$ cat src/rtl/matrix_pkg.sv
// Shared definitions for the matrix load path: controller state encoding and
// the byte counts of the supported matrix-pair sizes.
package matrix_pkg;

    typedef enum logic [1:0] {
        IDLE = 2'd0,
        LOAD = 2'd1,
        DONE = 2'd2,
        ERR  = 2'd3
    } load_state_t;

    // Each load carries two square matrices of one byte per element.
    localparam int LEN_2X2 = 2 * 2 * 2;
    localparam int LEN_3X3 = 2 * 3 * 3;
    localparam int LEN_4X4 = 2 * 4 * 4;
    localparam int LEN_5X5 = 2 * 5 * 5;
    localparam int MAX_LEN = LEN_5X5;

endpackage

$ cat src/rtl/load_watchdog.sv
// Idle-cycle watchdog for the matrix loader: counts ticks, cleared on demand,
// and flags the tick that completes TIMEOUT_CYCLES consecutive idle cycles.
module load_watchdog #(
    parameter int TIMEOUT_CYCLES = 1000000
) (
    input  logic i_clk,
    input  logic i_reset_n,
    input  logic i_clear,
    input  logic i_tick,
    output logic o_expire
);

    localparam int CNT_W = (TIMEOUT_CYCLES > 1) ? $clog2(TIMEOUT_CYCLES + 1) : 1;

    logic [CNT_W-1:0] cnt_reg;

    always_ff @(posedge i_clk or negedge i_reset_n) begin
        if (!i_reset_n) begin
            cnt_reg <= '0;
        end else if (i_clear) begin
            cnt_reg <= '0;
        end else if (i_tick) begin
            cnt_reg <= cnt_reg + 1'b1;
        end
    end

    // Fires combinationally on the last idle cycle so the owner can leave
    // its waiting state on the same edge.
    assign o_expire = i_tick && !i_clear && (cnt_reg == CNT_W'(TIMEOUT_CYCLES - 1));

endmodule

$ cat src/rtl/matrix_load_ctrl.sv
// Matrix load controller: accepts a latched number of bytes from the receive
// stream and emits registered write strobes. Optional watchdog: MATRIX_LOAD_TIMEOUT_EN.
module matrix_load_ctrl
    import matrix_pkg::*;
#(
    parameter int DATA_W         = 8,
    parameter int LEN_W          = 8,
    parameter int MAX_LEN        = matrix_pkg::MAX_LEN,
    parameter int TIMEOUT_CYCLES = 1000000
) (
    input  logic              i_clk,
    input  logic              i_reset_n,
    input  logic              i_start,
    input  logic [LEN_W-1:0]  i_len,
    input  logic [DATA_W-1:0] i_rx_data,
    input  logic              i_rx_valid,
    output logic              o_rx_ready,
    output logic              o_wr_en,
    output logic [LEN_W-1:0]  o_wr_addr,
    output logic [DATA_W-1:0] o_wr_data,
    output logic              o_busy,
    output logic              o_done,
    output logic              o_err,
    output logic [LEN_W-1:0]  o_count
);

    load_state_t       state_reg, state_next;
    logic [LEN_W-1:0]  len_reg, len_next;
    logic [LEN_W-1:0]  count_reg, count_next;
    logic [LEN_W-1:0]  count_inc;
    logic              wr_en_reg, wr_en_next;
    logic [LEN_W-1:0]  wr_addr_reg, wr_addr_next;
    logic [DATA_W-1:0] wr_data_reg, wr_data_next;
    logic              done_reg, done_next;
    logic              err_reg, err_next;
    logic              rx_ready;
    logic              handshake;
    logic              wd_expire;

    assign rx_ready  = (state_reg == LOAD);
    assign handshake = rx_ready && i_rx_valid;
    assign count_inc = count_reg + 1'b1;

`ifdef MATRIX_LOAD_TIMEOUT_EN
    load_watchdog #(
        .TIMEOUT_CYCLES(TIMEOUT_CYCLES)
    ) u_watchdog (
        .i_clk     (i_clk),
        .i_reset_n (i_reset_n),
        .i_clear   (!rx_ready || handshake),
        .i_tick    (rx_ready && !handshake),
        .o_expire  (wd_expire)
    );
`else
    localparam int unused_timeout_cycles = TIMEOUT_CYCLES;
    assign wd_expire = 1'b0;
`endif

    always_comb begin
        state_next   = state_reg;
        len_next     = len_reg;
        count_next   = count_reg;
        wr_en_next   = 1'b0;
        wr_addr_next = wr_addr_reg;
        wr_data_next = wr_data_reg;
        done_next    = 1'b0;
        err_next     = err_reg;

        case (state_reg)
            IDLE: begin
                if (i_start) begin
                    len_next   = i_len;
                    count_next = '0;
                    err_next   = 1'b0;
                    if (i_len == '0) begin
                        state_next = DONE;
                    end else if (i_len > LEN_W'(MAX_LEN)) begin
                        state_next = ERR;
                    end else begin
                        state_next = LOAD;
                    end
                end
            end
            LOAD: begin
                if (handshake) begin
                    wr_en_next   = 1'b1;
                    wr_addr_next = count_reg;
                    wr_data_next = i_rx_data;
                    count_next   = count_inc;
                    // Done is raised alongside the final write strobe.
                    if (count_inc == len_reg) begin
                        state_next = DONE;
                        done_next  = 1'b1;
                    end
                end else if (wd_expire) begin
                    state_next = ERR;
                end
            end
            DONE: begin
                // Stay until the one-cycle pulse has been shown; a zero-length
                // load arrives here without it and emits it one cycle later.
                done_next = !done_reg;
                if (done_reg) begin
                    state_next = IDLE;
                end
            end
            ERR: begin
                err_next   = 1'b1;
                state_next = IDLE;
            end
            default: state_next = IDLE;
        endcase
    end

    always_ff @(posedge i_clk or negedge i_reset_n) begin
        if (!i_reset_n) begin
            state_reg   <= IDLE;
            len_reg     <= '0;
            count_reg   <= '0;
            wr_en_reg   <= 1'b0;
            wr_addr_reg <= '0;
            wr_data_reg <= '0;
            done_reg    <= 1'b0;
            err_reg     <= 1'b0;
        end else begin
            state_reg   <= state_next;
            len_reg     <= len_next;
            count_reg   <= count_next;
            wr_en_reg   <= wr_en_next;
            wr_addr_reg <= wr_addr_next;
            wr_data_reg <= wr_data_next;
            done_reg    <= done_next;
            err_reg     <= err_next;
        end
    end

    assign o_rx_ready = rx_ready;
    assign o_wr_en    = wr_en_reg;
    assign o_wr_addr  = wr_addr_reg;
    assign o_wr_data  = wr_data_reg;
    assign o_busy     = (state_reg == LOAD) || (state_reg == DONE);
    assign o_done     = done_reg;
    assign o_err      = err_reg;
    assign o_count    = count_reg;

endmodule

$ cat config.mk
export PLATFORM = sky130hd
export DESIGN_NAME = matrix_load_ctrl
export DESIGN_NICKNAME = d
export VERILOG_FILES = /design/src/rtl/matrix_pkg.sv /design/src/rtl/load_watchdog.sv /design/src/rtl/matrix_load_ctrl.sv
export SDC_FILE = /design/constraint.sdc
export NUM_CORES = 1
export LEC_CHECK = 0
export CELL_PAD_IN_SITES_DETAIL_PLACEMENT = 1
export CELL_PAD_IN_SITES_GLOBAL_PLACEMENT = 2
export CORE_AREA = 2 2 89 74
export DETAILED_ROUTE_END_ITERATION = 6
export DIE_AREA = 0 0 91 76
export PLACE_DENSITY = 0.92
export REMOVE_ABC_BUFFERS = 1
export SLEW_MARGIN = 20
export SYNTH_ARGS = -nofsm -noshare
export SYNTH_HDL_FRONTEND = slang
export SYNTH_HIERARCHICAL = 1
export SYNTH_SLANG_ARGS = --single-unit
$ cat constraint.sdc
create_clock -name i_clk -period 2.7 [get_ports i_clk]
set_input_delay 0.54 -clock i_clk [delete_from_list [all_inputs] [get_ports i_clk]]
set_output_delay 0.54 -clock i_clk [all_outputs]
set_load 0.02 [all_outputs]
==> results of run 1 <==
==> logic make-up (layout without fill, tap and decap cells) <==
family | Yosys count | in the layout | share of synthesized area, %
AND/OR/NAND/NOR | 47 | 47 | 12.1
flip-flops | 37 | 37 | 49.8
AO/OA/AOI/OAI | 27 | 27 | 10.8
multiplexers | 26 | 26 | 15.5
XOR/XNOR | 11 | 11 | 5.18
buffers and inverters | 11 | 64 | 2.56
adder cells (fa/ha/maj) | 6 | 6 | 4.03
==> cells in the mapped netlist, drive strengths merged <==
cell	instances	share of area (%)
o21ai	8	2.2
nand4	1	0.34
mux2i	3	1.6
inv	5	1.0
o31ai	2	0.81
clkbuf	3	0.61
o2bb2ai	1	0.81
and3	1	0.40
nand3b	1	0.40
a32o	1	0.54
xor2	4	1.9
buf	3	0.94
nor4	2	0.67
a21oi	1	0.27
nand2b	2	0.67
a31oi	2	0.67
a41o	2	1.1
ha	6	4.0
a22o	3	1.4
nand2	21	4.2
mux2	23	14
dfrtp	37	50
a31o	2	0.94
nor2b	1	0.34
xnor2	7	3.3
or2	1	0.34
a21boi	1	0.40
nor3	1	0.27
a32oi	1	0.47
nand3	8	2.8
o221ai	2	0.94
nor2	8	1.6
o22ai	1	0.34
==> layer usage <==
metal	global-route usage, %	up-vias	wire, um
met1	18.4	728	2070
li1	-	691	-
met4	2.73	0	17
met3	4.06	2	270
met5	0	-	0
met2	21.4	44	2060
==> through the flow <==
step           area (sq um)  hold slack [ns]  power (mW)  cells
2_1_floorplan          1830            0.244        1.59    159
3_3_place_gp           2430            0.462        2.05    294
3_5_place_dp           2430            0.492        2.08    294
4_1_cts                2550            0.385        2.60    302
5_1_grt                2550            0.405        2.73    302
6_report               2550            0.358        2.56    302
==> layout make-up <==
type                    instances  area, sq um  area share [%]
clock inverters                 2         37.5            1.47
inverters                       5         18.8           0.735
multi-input cells             117          887            34.7
repair buffers                 51          498            19.5
clock buffers                   6         82.6            3.23
well taps                      84          105            4.11
flip-flops and latches         37          926            36.2
==> worst max-delay path: cells and delay by family, from the launching register on <==
kind                     cells  cell delay [ns]
flip-flops                   1             0.39
buffers and inverters        2             0.71
adder cells (fa/ha/maj)      1             0.30
==> how the worst min path moves through the flow <==
stage                                  start                       end  slack, ns  cells past startpoint
finish                             i_reset_n  o_wr_addr[3]$_DFFE_PN0P_       0.36                      1
global route                       i_reset_n  o_wr_addr[1]$_DFFE_PN0P_       0.40                      1
CTS                                i_reset_n  o_wr_addr[1]$_DFFE_PN0P_       0.38                      1
detailed placement  o_wr_addr[3]$_DFFE_PN0P_  o_wr_addr[3]$_DFFE_PN0P_       0.49                      1
global placement    o_wr_addr[5]$_DFFE_PN0P_  o_wr_addr[5]$_DFFE_PN0P_       0.46                      2
floorplan                          i_reset_n    len_reg[0]$_DFFE_PN0P_       0.24                      0
==> power by group through the flow <==
stage / registers, mW / logic [mW] / clock network, mW
3_3_place_gp: 0.888 / 1.16 / 0
4_1_cts: 0.887 / 1.20 / 0.516
3_5_place_dp: 0.898 / 1.18 / 0
5_1_grt: 0.914 / 1.28 / 0.537
6_report: 0.881 / 1.18 / 0.498
2_1_floorplan: 0.996 / 0.598 / 0
==> key figures, run 1 <==
STA
  • Slew Viols, Final: 0
  • Hold Vio Cnt, Final: 0
  • Clock period minus worst slack: 2.22 ns
  • F_max: 0.451 GHz
  • Worst slew pin tran: about 0.84 ns
  • Worst Slack Setup Final: 0.484 ns
  • RSZ-0062 raised after global routing: false
  • Final setup viols: 0
  • Setup TNS: 0 ns
  • Slew headroom: 43.9%
  • Fin Clk Skew: 0.00735 ns
  • Period utilization: between 80% and 90%

GRT
  • First-pass GRT wire length: roughly 7.6 mm
  • Vias in the first global route: 1564
  • GRT overflow: 0
  • GRT Total Usage: 13.5%
  • Largest net degree at the start of global routing: 38
  • Initial antenna violation count: 0

Cells and area
  • Synthesis-to-layout area growth: 37.3%
  • Post-layout util: 41.8%
  • Most frequent cells in the layout: clkdlybuf4s50_1 (47), dfrtp_1 (37), mux2_2 (23)
  • # nets final: 243
  • Share of layout cells above drive strength 1: 17.9%
  • Filler instances: 724
  • Commonest non-fill, non-tap cell in the layout: clkdlybuf4s50_1
  • Number of antenna diodes: 0

Power
  • Internal Power: 1.62 mW
  • Peak VDD IR: 0.000545 V
  • Register share of total power: 34.4%
  • Clock share of power: about a fifth
  • Sw Pwr: between 0.9 and 1 mW
  • Gate power share: a little under half
  • Power density cells: 1000 nW/um^2
  • Leakage: 1.08 nW
  • Sw Ratio: 36.5%

Worst setup path
  • Setup crit end kind: primary output
  • Worst reg2reg startpoint: o_count[0]$_DFFE_PN0P_
  • Critical path, cell by cell: inv_1, ha_1, clkdlybuf4s50_1
  • Worst path required time: between 2 and 2.5 ns
  • Crit path launch: state_reg[0]$_DFFE_PN0P_
  • Critical-path top delay cell: clkdlybuf4s50_1
  • FF-to-FF path depth: 7
  • Critical path class: flop to primary output
  • CP max FO: 4
  • Crit path arrival time: 1.68 ns
  • Slowest stage delay, CP: approximately 0.61 ns
  • CP Launch Type: flop
  • RR Endpoint: state_reg[0]$_DFFE_PN0P_
  • Reg-to-reg slack, setup: 0.66 ns
  • Worst Setup EP: o_busy

Synthesis
  • Synth Area per Inst: 11.3 sq um
  • Cells after Synth: 165
  • Synth cell types: 37
  • Synthesis Warnings: 6
  • Sequential element share of the synthesized area: around half
  • Post-Syn Area: between 1500 and 2000 sq um
  • Register bit total from synthesis: 37

Place
  • GP Congestion: roughly 0.83
  • Final HPWL DP: about 3.4 mm
  • IO Port Bufs: 48
  • DP Worst Slack: 0.604 ns

Route
  • Wire per inst: 14.6 um
  • DRC: 0
  • Post-Route WL: 4.41 mm
  • Iter 0 DRT Violations: 57
  • Final ANT Viol Nets: 0
  • DRT Pass-1 Iters: 4
  • Vias: between 1000 and 1500
  • Vias per cell: between 4 and 5

Clocking
  • Post_cts resized: 0
  • Clock root cell: clkbuf_8
  • Post-CTS setup buffers: 0
  • Longest Clk Path Bufs: 2
  • H-tree depth reported by CTS: 2
  • CTS Buf Count: 5
  • CTS sink cnt: 37
  • Worst-skew pair later-pin latency: 0.28 ns
  • TritonCTS clock tree: done
  • Hold-fix buffers, CTS: 0
  • Reg clk slew, reported paths: 0.07 ns

Floorplan
  • Num ports: 49
  • Total core area: 6120 sq um
  • Starting Density: 30.4%
  • Num rows: 26
  • Die Ht: ~76 um
  • Die area: 6920 sq um
  • Die W: 91 um

Status
  • Status: finished clean

Min path
  • Worst hold path type: primary input to asynchronous set/reset pin

Flow run
  • MaxCap Viol Count: 0
(Power assumes the default switching activity.)
==> inputs of run 2 (changes only) <==
--- a/config.mk
+++ b/config.mk
@@ -7,10 +7,10 @@
 export LEC_CHECK = 0
 export CELL_PAD_IN_SITES_DETAIL_PLACEMENT = 1
 export CELL_PAD_IN_SITES_GLOBAL_PLACEMENT = 2
-export CORE_AREA = 2 2 89 74
+export CORE_AREA = 2 2 96 80
 export DETAILED_ROUTE_END_ITERATION = 6
-export DIE_AREA = 0 0 91 76
-export PLACE_DENSITY = 0.92
+export DIE_AREA = 0 0 98 82
+export PLACE_DENSITY = 0.85
 export REMOVE_ABC_BUFFERS = 1
 export SLEW_MARGIN = 20
 export SYNTH_ARGS = -nofsm -noshare
==> constraint.sdc (replaced) <==
create_clock -name i_clk -period 2 [get_ports i_clk]
set_input_delay 0.4 -clock i_clk [delete_from_list [all_inputs] [get_ports i_clk]]
set_output_delay 0.4 -clock i_clk [all_outputs]
set_load 0.02 [all_outputs]
==> key figures, run 2 (synthesized netlist as in run 1, its figures left out) <==
Status
  • Status: finished clean

Floorplan
  • Num rows: 28
  • Num ports: 49
  • Starting Density: 26.2%
  • Total core area: 7110 sq um
  • Die Ht: approximately 82 um
  • Die area: 8040 sq um
  • Die W: 98 um

Clocking
  • Worst-skew pair later-pin latency: 0.28 ns
  • Post-CTS setup buffers: 0
  • TritonCTS clock tree: done
  • CTS Buf Count: 5
  • CTS sink cnt: 37
  • H-tree depth reported by CTS: 2
  • Clock root cell: clkbuf_8
  • Longest Clk Path Bufs: 2
  • Reg clk slew, reported paths: ~0.07 ns

Worst setup path
  • Setup crit end kind: flop
  • Crit path arrival time: 2.10 ns
  • Critical path class: flop to flop
  • CP Launch Type: flop
  • CP max FO: 4
  • Worst path required time: 2.21 ns

Route
  • Vias per cell: 4.55
  • Final ANT Viol Nets: 0
  • DRC: 0
  • Wire per inst: 14.5 um
  • Iter 0 DRT Violations: 38
  • DRT Pass-1 Iters: 3
  • Vias: 1432
  • Post-Route WL: 4.56 mm

GRT
  • Met2 Track Usage GR: 19.4%
  • First-pass GRT wire length: approximately 7.5 mm
  • Most Crowded Layer GR: met2
  • GRT overflow: 0
  • Vias in the first global route: 1451
  • Initial antenna violation count: 0
  • Largest net degree at the start of global routing: 22
  • GRT met1 Usage: 15.9%
  • GRT Total Usage: between 10% and 20%
  • GR met3 Demand/Resource: roughly 4%

STA
  • Worst slew pin tran: 0.679 ns
  • RSZ-0062 raised after global routing: false
  • Fin Clk Skew: 0.00255 ns
  • Period utilization: a little over nine tenths
  • Setup TNS: 0 ns
  • Slew Viols, Final: 0
  • Slew headroom: between 50% and 60%
  • Clock period minus worst slack: 1.89 ns
  • Hold Vio Cnt, Final: 0
  • Final setup viols: 0
  • F_max: 0.530 GHz

Cells and area
  • Share of layout cells above drive strength 1: between 20% and 30%
  • Fin cells: 315
  • Most frequent cells in the layout: clkdlybuf4s50_1 (45), dfrtp_1 (36), mux2_2 (23)
  • Number of antenna diodes: 0
  • Commonest non-fill, non-tap cell in the layout: clkdlybuf4s50_1
  • # nets final: 251
  • Post-layout util: 36.6%
  • Synthesis-to-layout area growth: 39.7%

Min path
  • Worst hold path type: primary input to asynchronous set/reset pin

Place
  • Placed insts: slightly above 300
  • IO Port Bufs: 48
  • GP Congestion: 0.795
  • Final HPWL DP: about 3.6 mm

Power
  • Power density cells: 1300 nW/um^2
  • Leakage: 1.11 nW
  • Peak VDD IR: 0.000467 V

Flow run
  • MaxCap Viol Count: 0
[run 2: changes by cell type in the layout (fill, tap and decap cells not counted), sizes merged]
cell and change:
clkbuf +1, clkinvlp -1, clkdlybuf4s50 -2, dlygate4sd2 +2, buf +8, bufinv -1
[run 2: through the flow]
| step | power (mW) | instance area (sq um) | worst slack (ns) | hold WS, ns |
|---|---|---|---|---|
| finish | 3.38 | 2600 | 0.112 | 0.0430 |
| global route | 3.63 | 2600 | 0.000586 | 0.0498 |
| CTS | 3.44 | 2600 | 0.0450 | 0.0528 |
| detailed placement | 2.92 | 2510 | 0.143 | 0.363 |
| global placement | 2.88 | 2510 | 0.163 | 0.363 |
| floorplan | 2.15 | 1830 | -0.0417 | 0.104 |
[run 2: repair_timing]
action                     CTS  global route
cloned                       0             0
setup endpoints to repair    2             1
gates resized for setup      2             1
hold buffers                 0             0
[run 2: cell type report]
class,instances,area (sq um)
Fill cell,803,4510
Sequential cell,37,927
Multi-Input combinational cell,117,887
Timing Repair Buffer,59,568
Tap cell,90,113
Clock buffer,7,86.3
Inverter,5,18.8
[run 2: power breakdown]
group | total [mW] | switching [mW] | internal (mW)
Clock | 0.519 | 0.246 | 0.273
Combinational | 1.70 | 0.863 | 0.832
Sequential | 1.17 | 0.164 | 1.00
[run 2: metal layers]
metal / vias up / routed length [um]
met4: 0 / 46
met2: 24 / 2080
met3: 6 / 154
li1: 704 / -
met1: 698 / 2280
met5: - / 0
[run 2: critical path, stage by stage (launching register included)]
cell       delay (ns)
dfrtp_1          0.38
ha_1             0.24
and3_2           0.26
xnor2_1          0.16
nand4_1          0.13
nor3_1           0.28
o2bb2ai_2        0.17
mux2i_1          0.19
[run 2: worst paths after layout]
path	startpoint	to	slack [ns]	depth (start not counted)
worst max-delay path	o_count[0]$_DFFE_PN0P_	state_reg[0]$_DFFE_PN0P_	0.11	7
worst max register to register	o_count[0]$_DFFE_PN0P_	state_reg[0]$_DFFE_PN0P_	0.11	7
worst min register to register	o_wr_addr[5]$_DFFE_PN0P_	o_wr_addr[5]$_DFFE_PN0P_	0.49	2
max in group asynchronous	i_reset_n	o_count[2]$_DFFE_PN0P_	1.50	2
min in group i_clk	o_wr_addr[5]$_DFFE_PN0P_	o_wr_addr[5]$_DFFE_PN0P_	0.49	2
worst min-delay path	i_reset_n	o_wr_data[5]$_DFFE_PN0P_	0.04	1
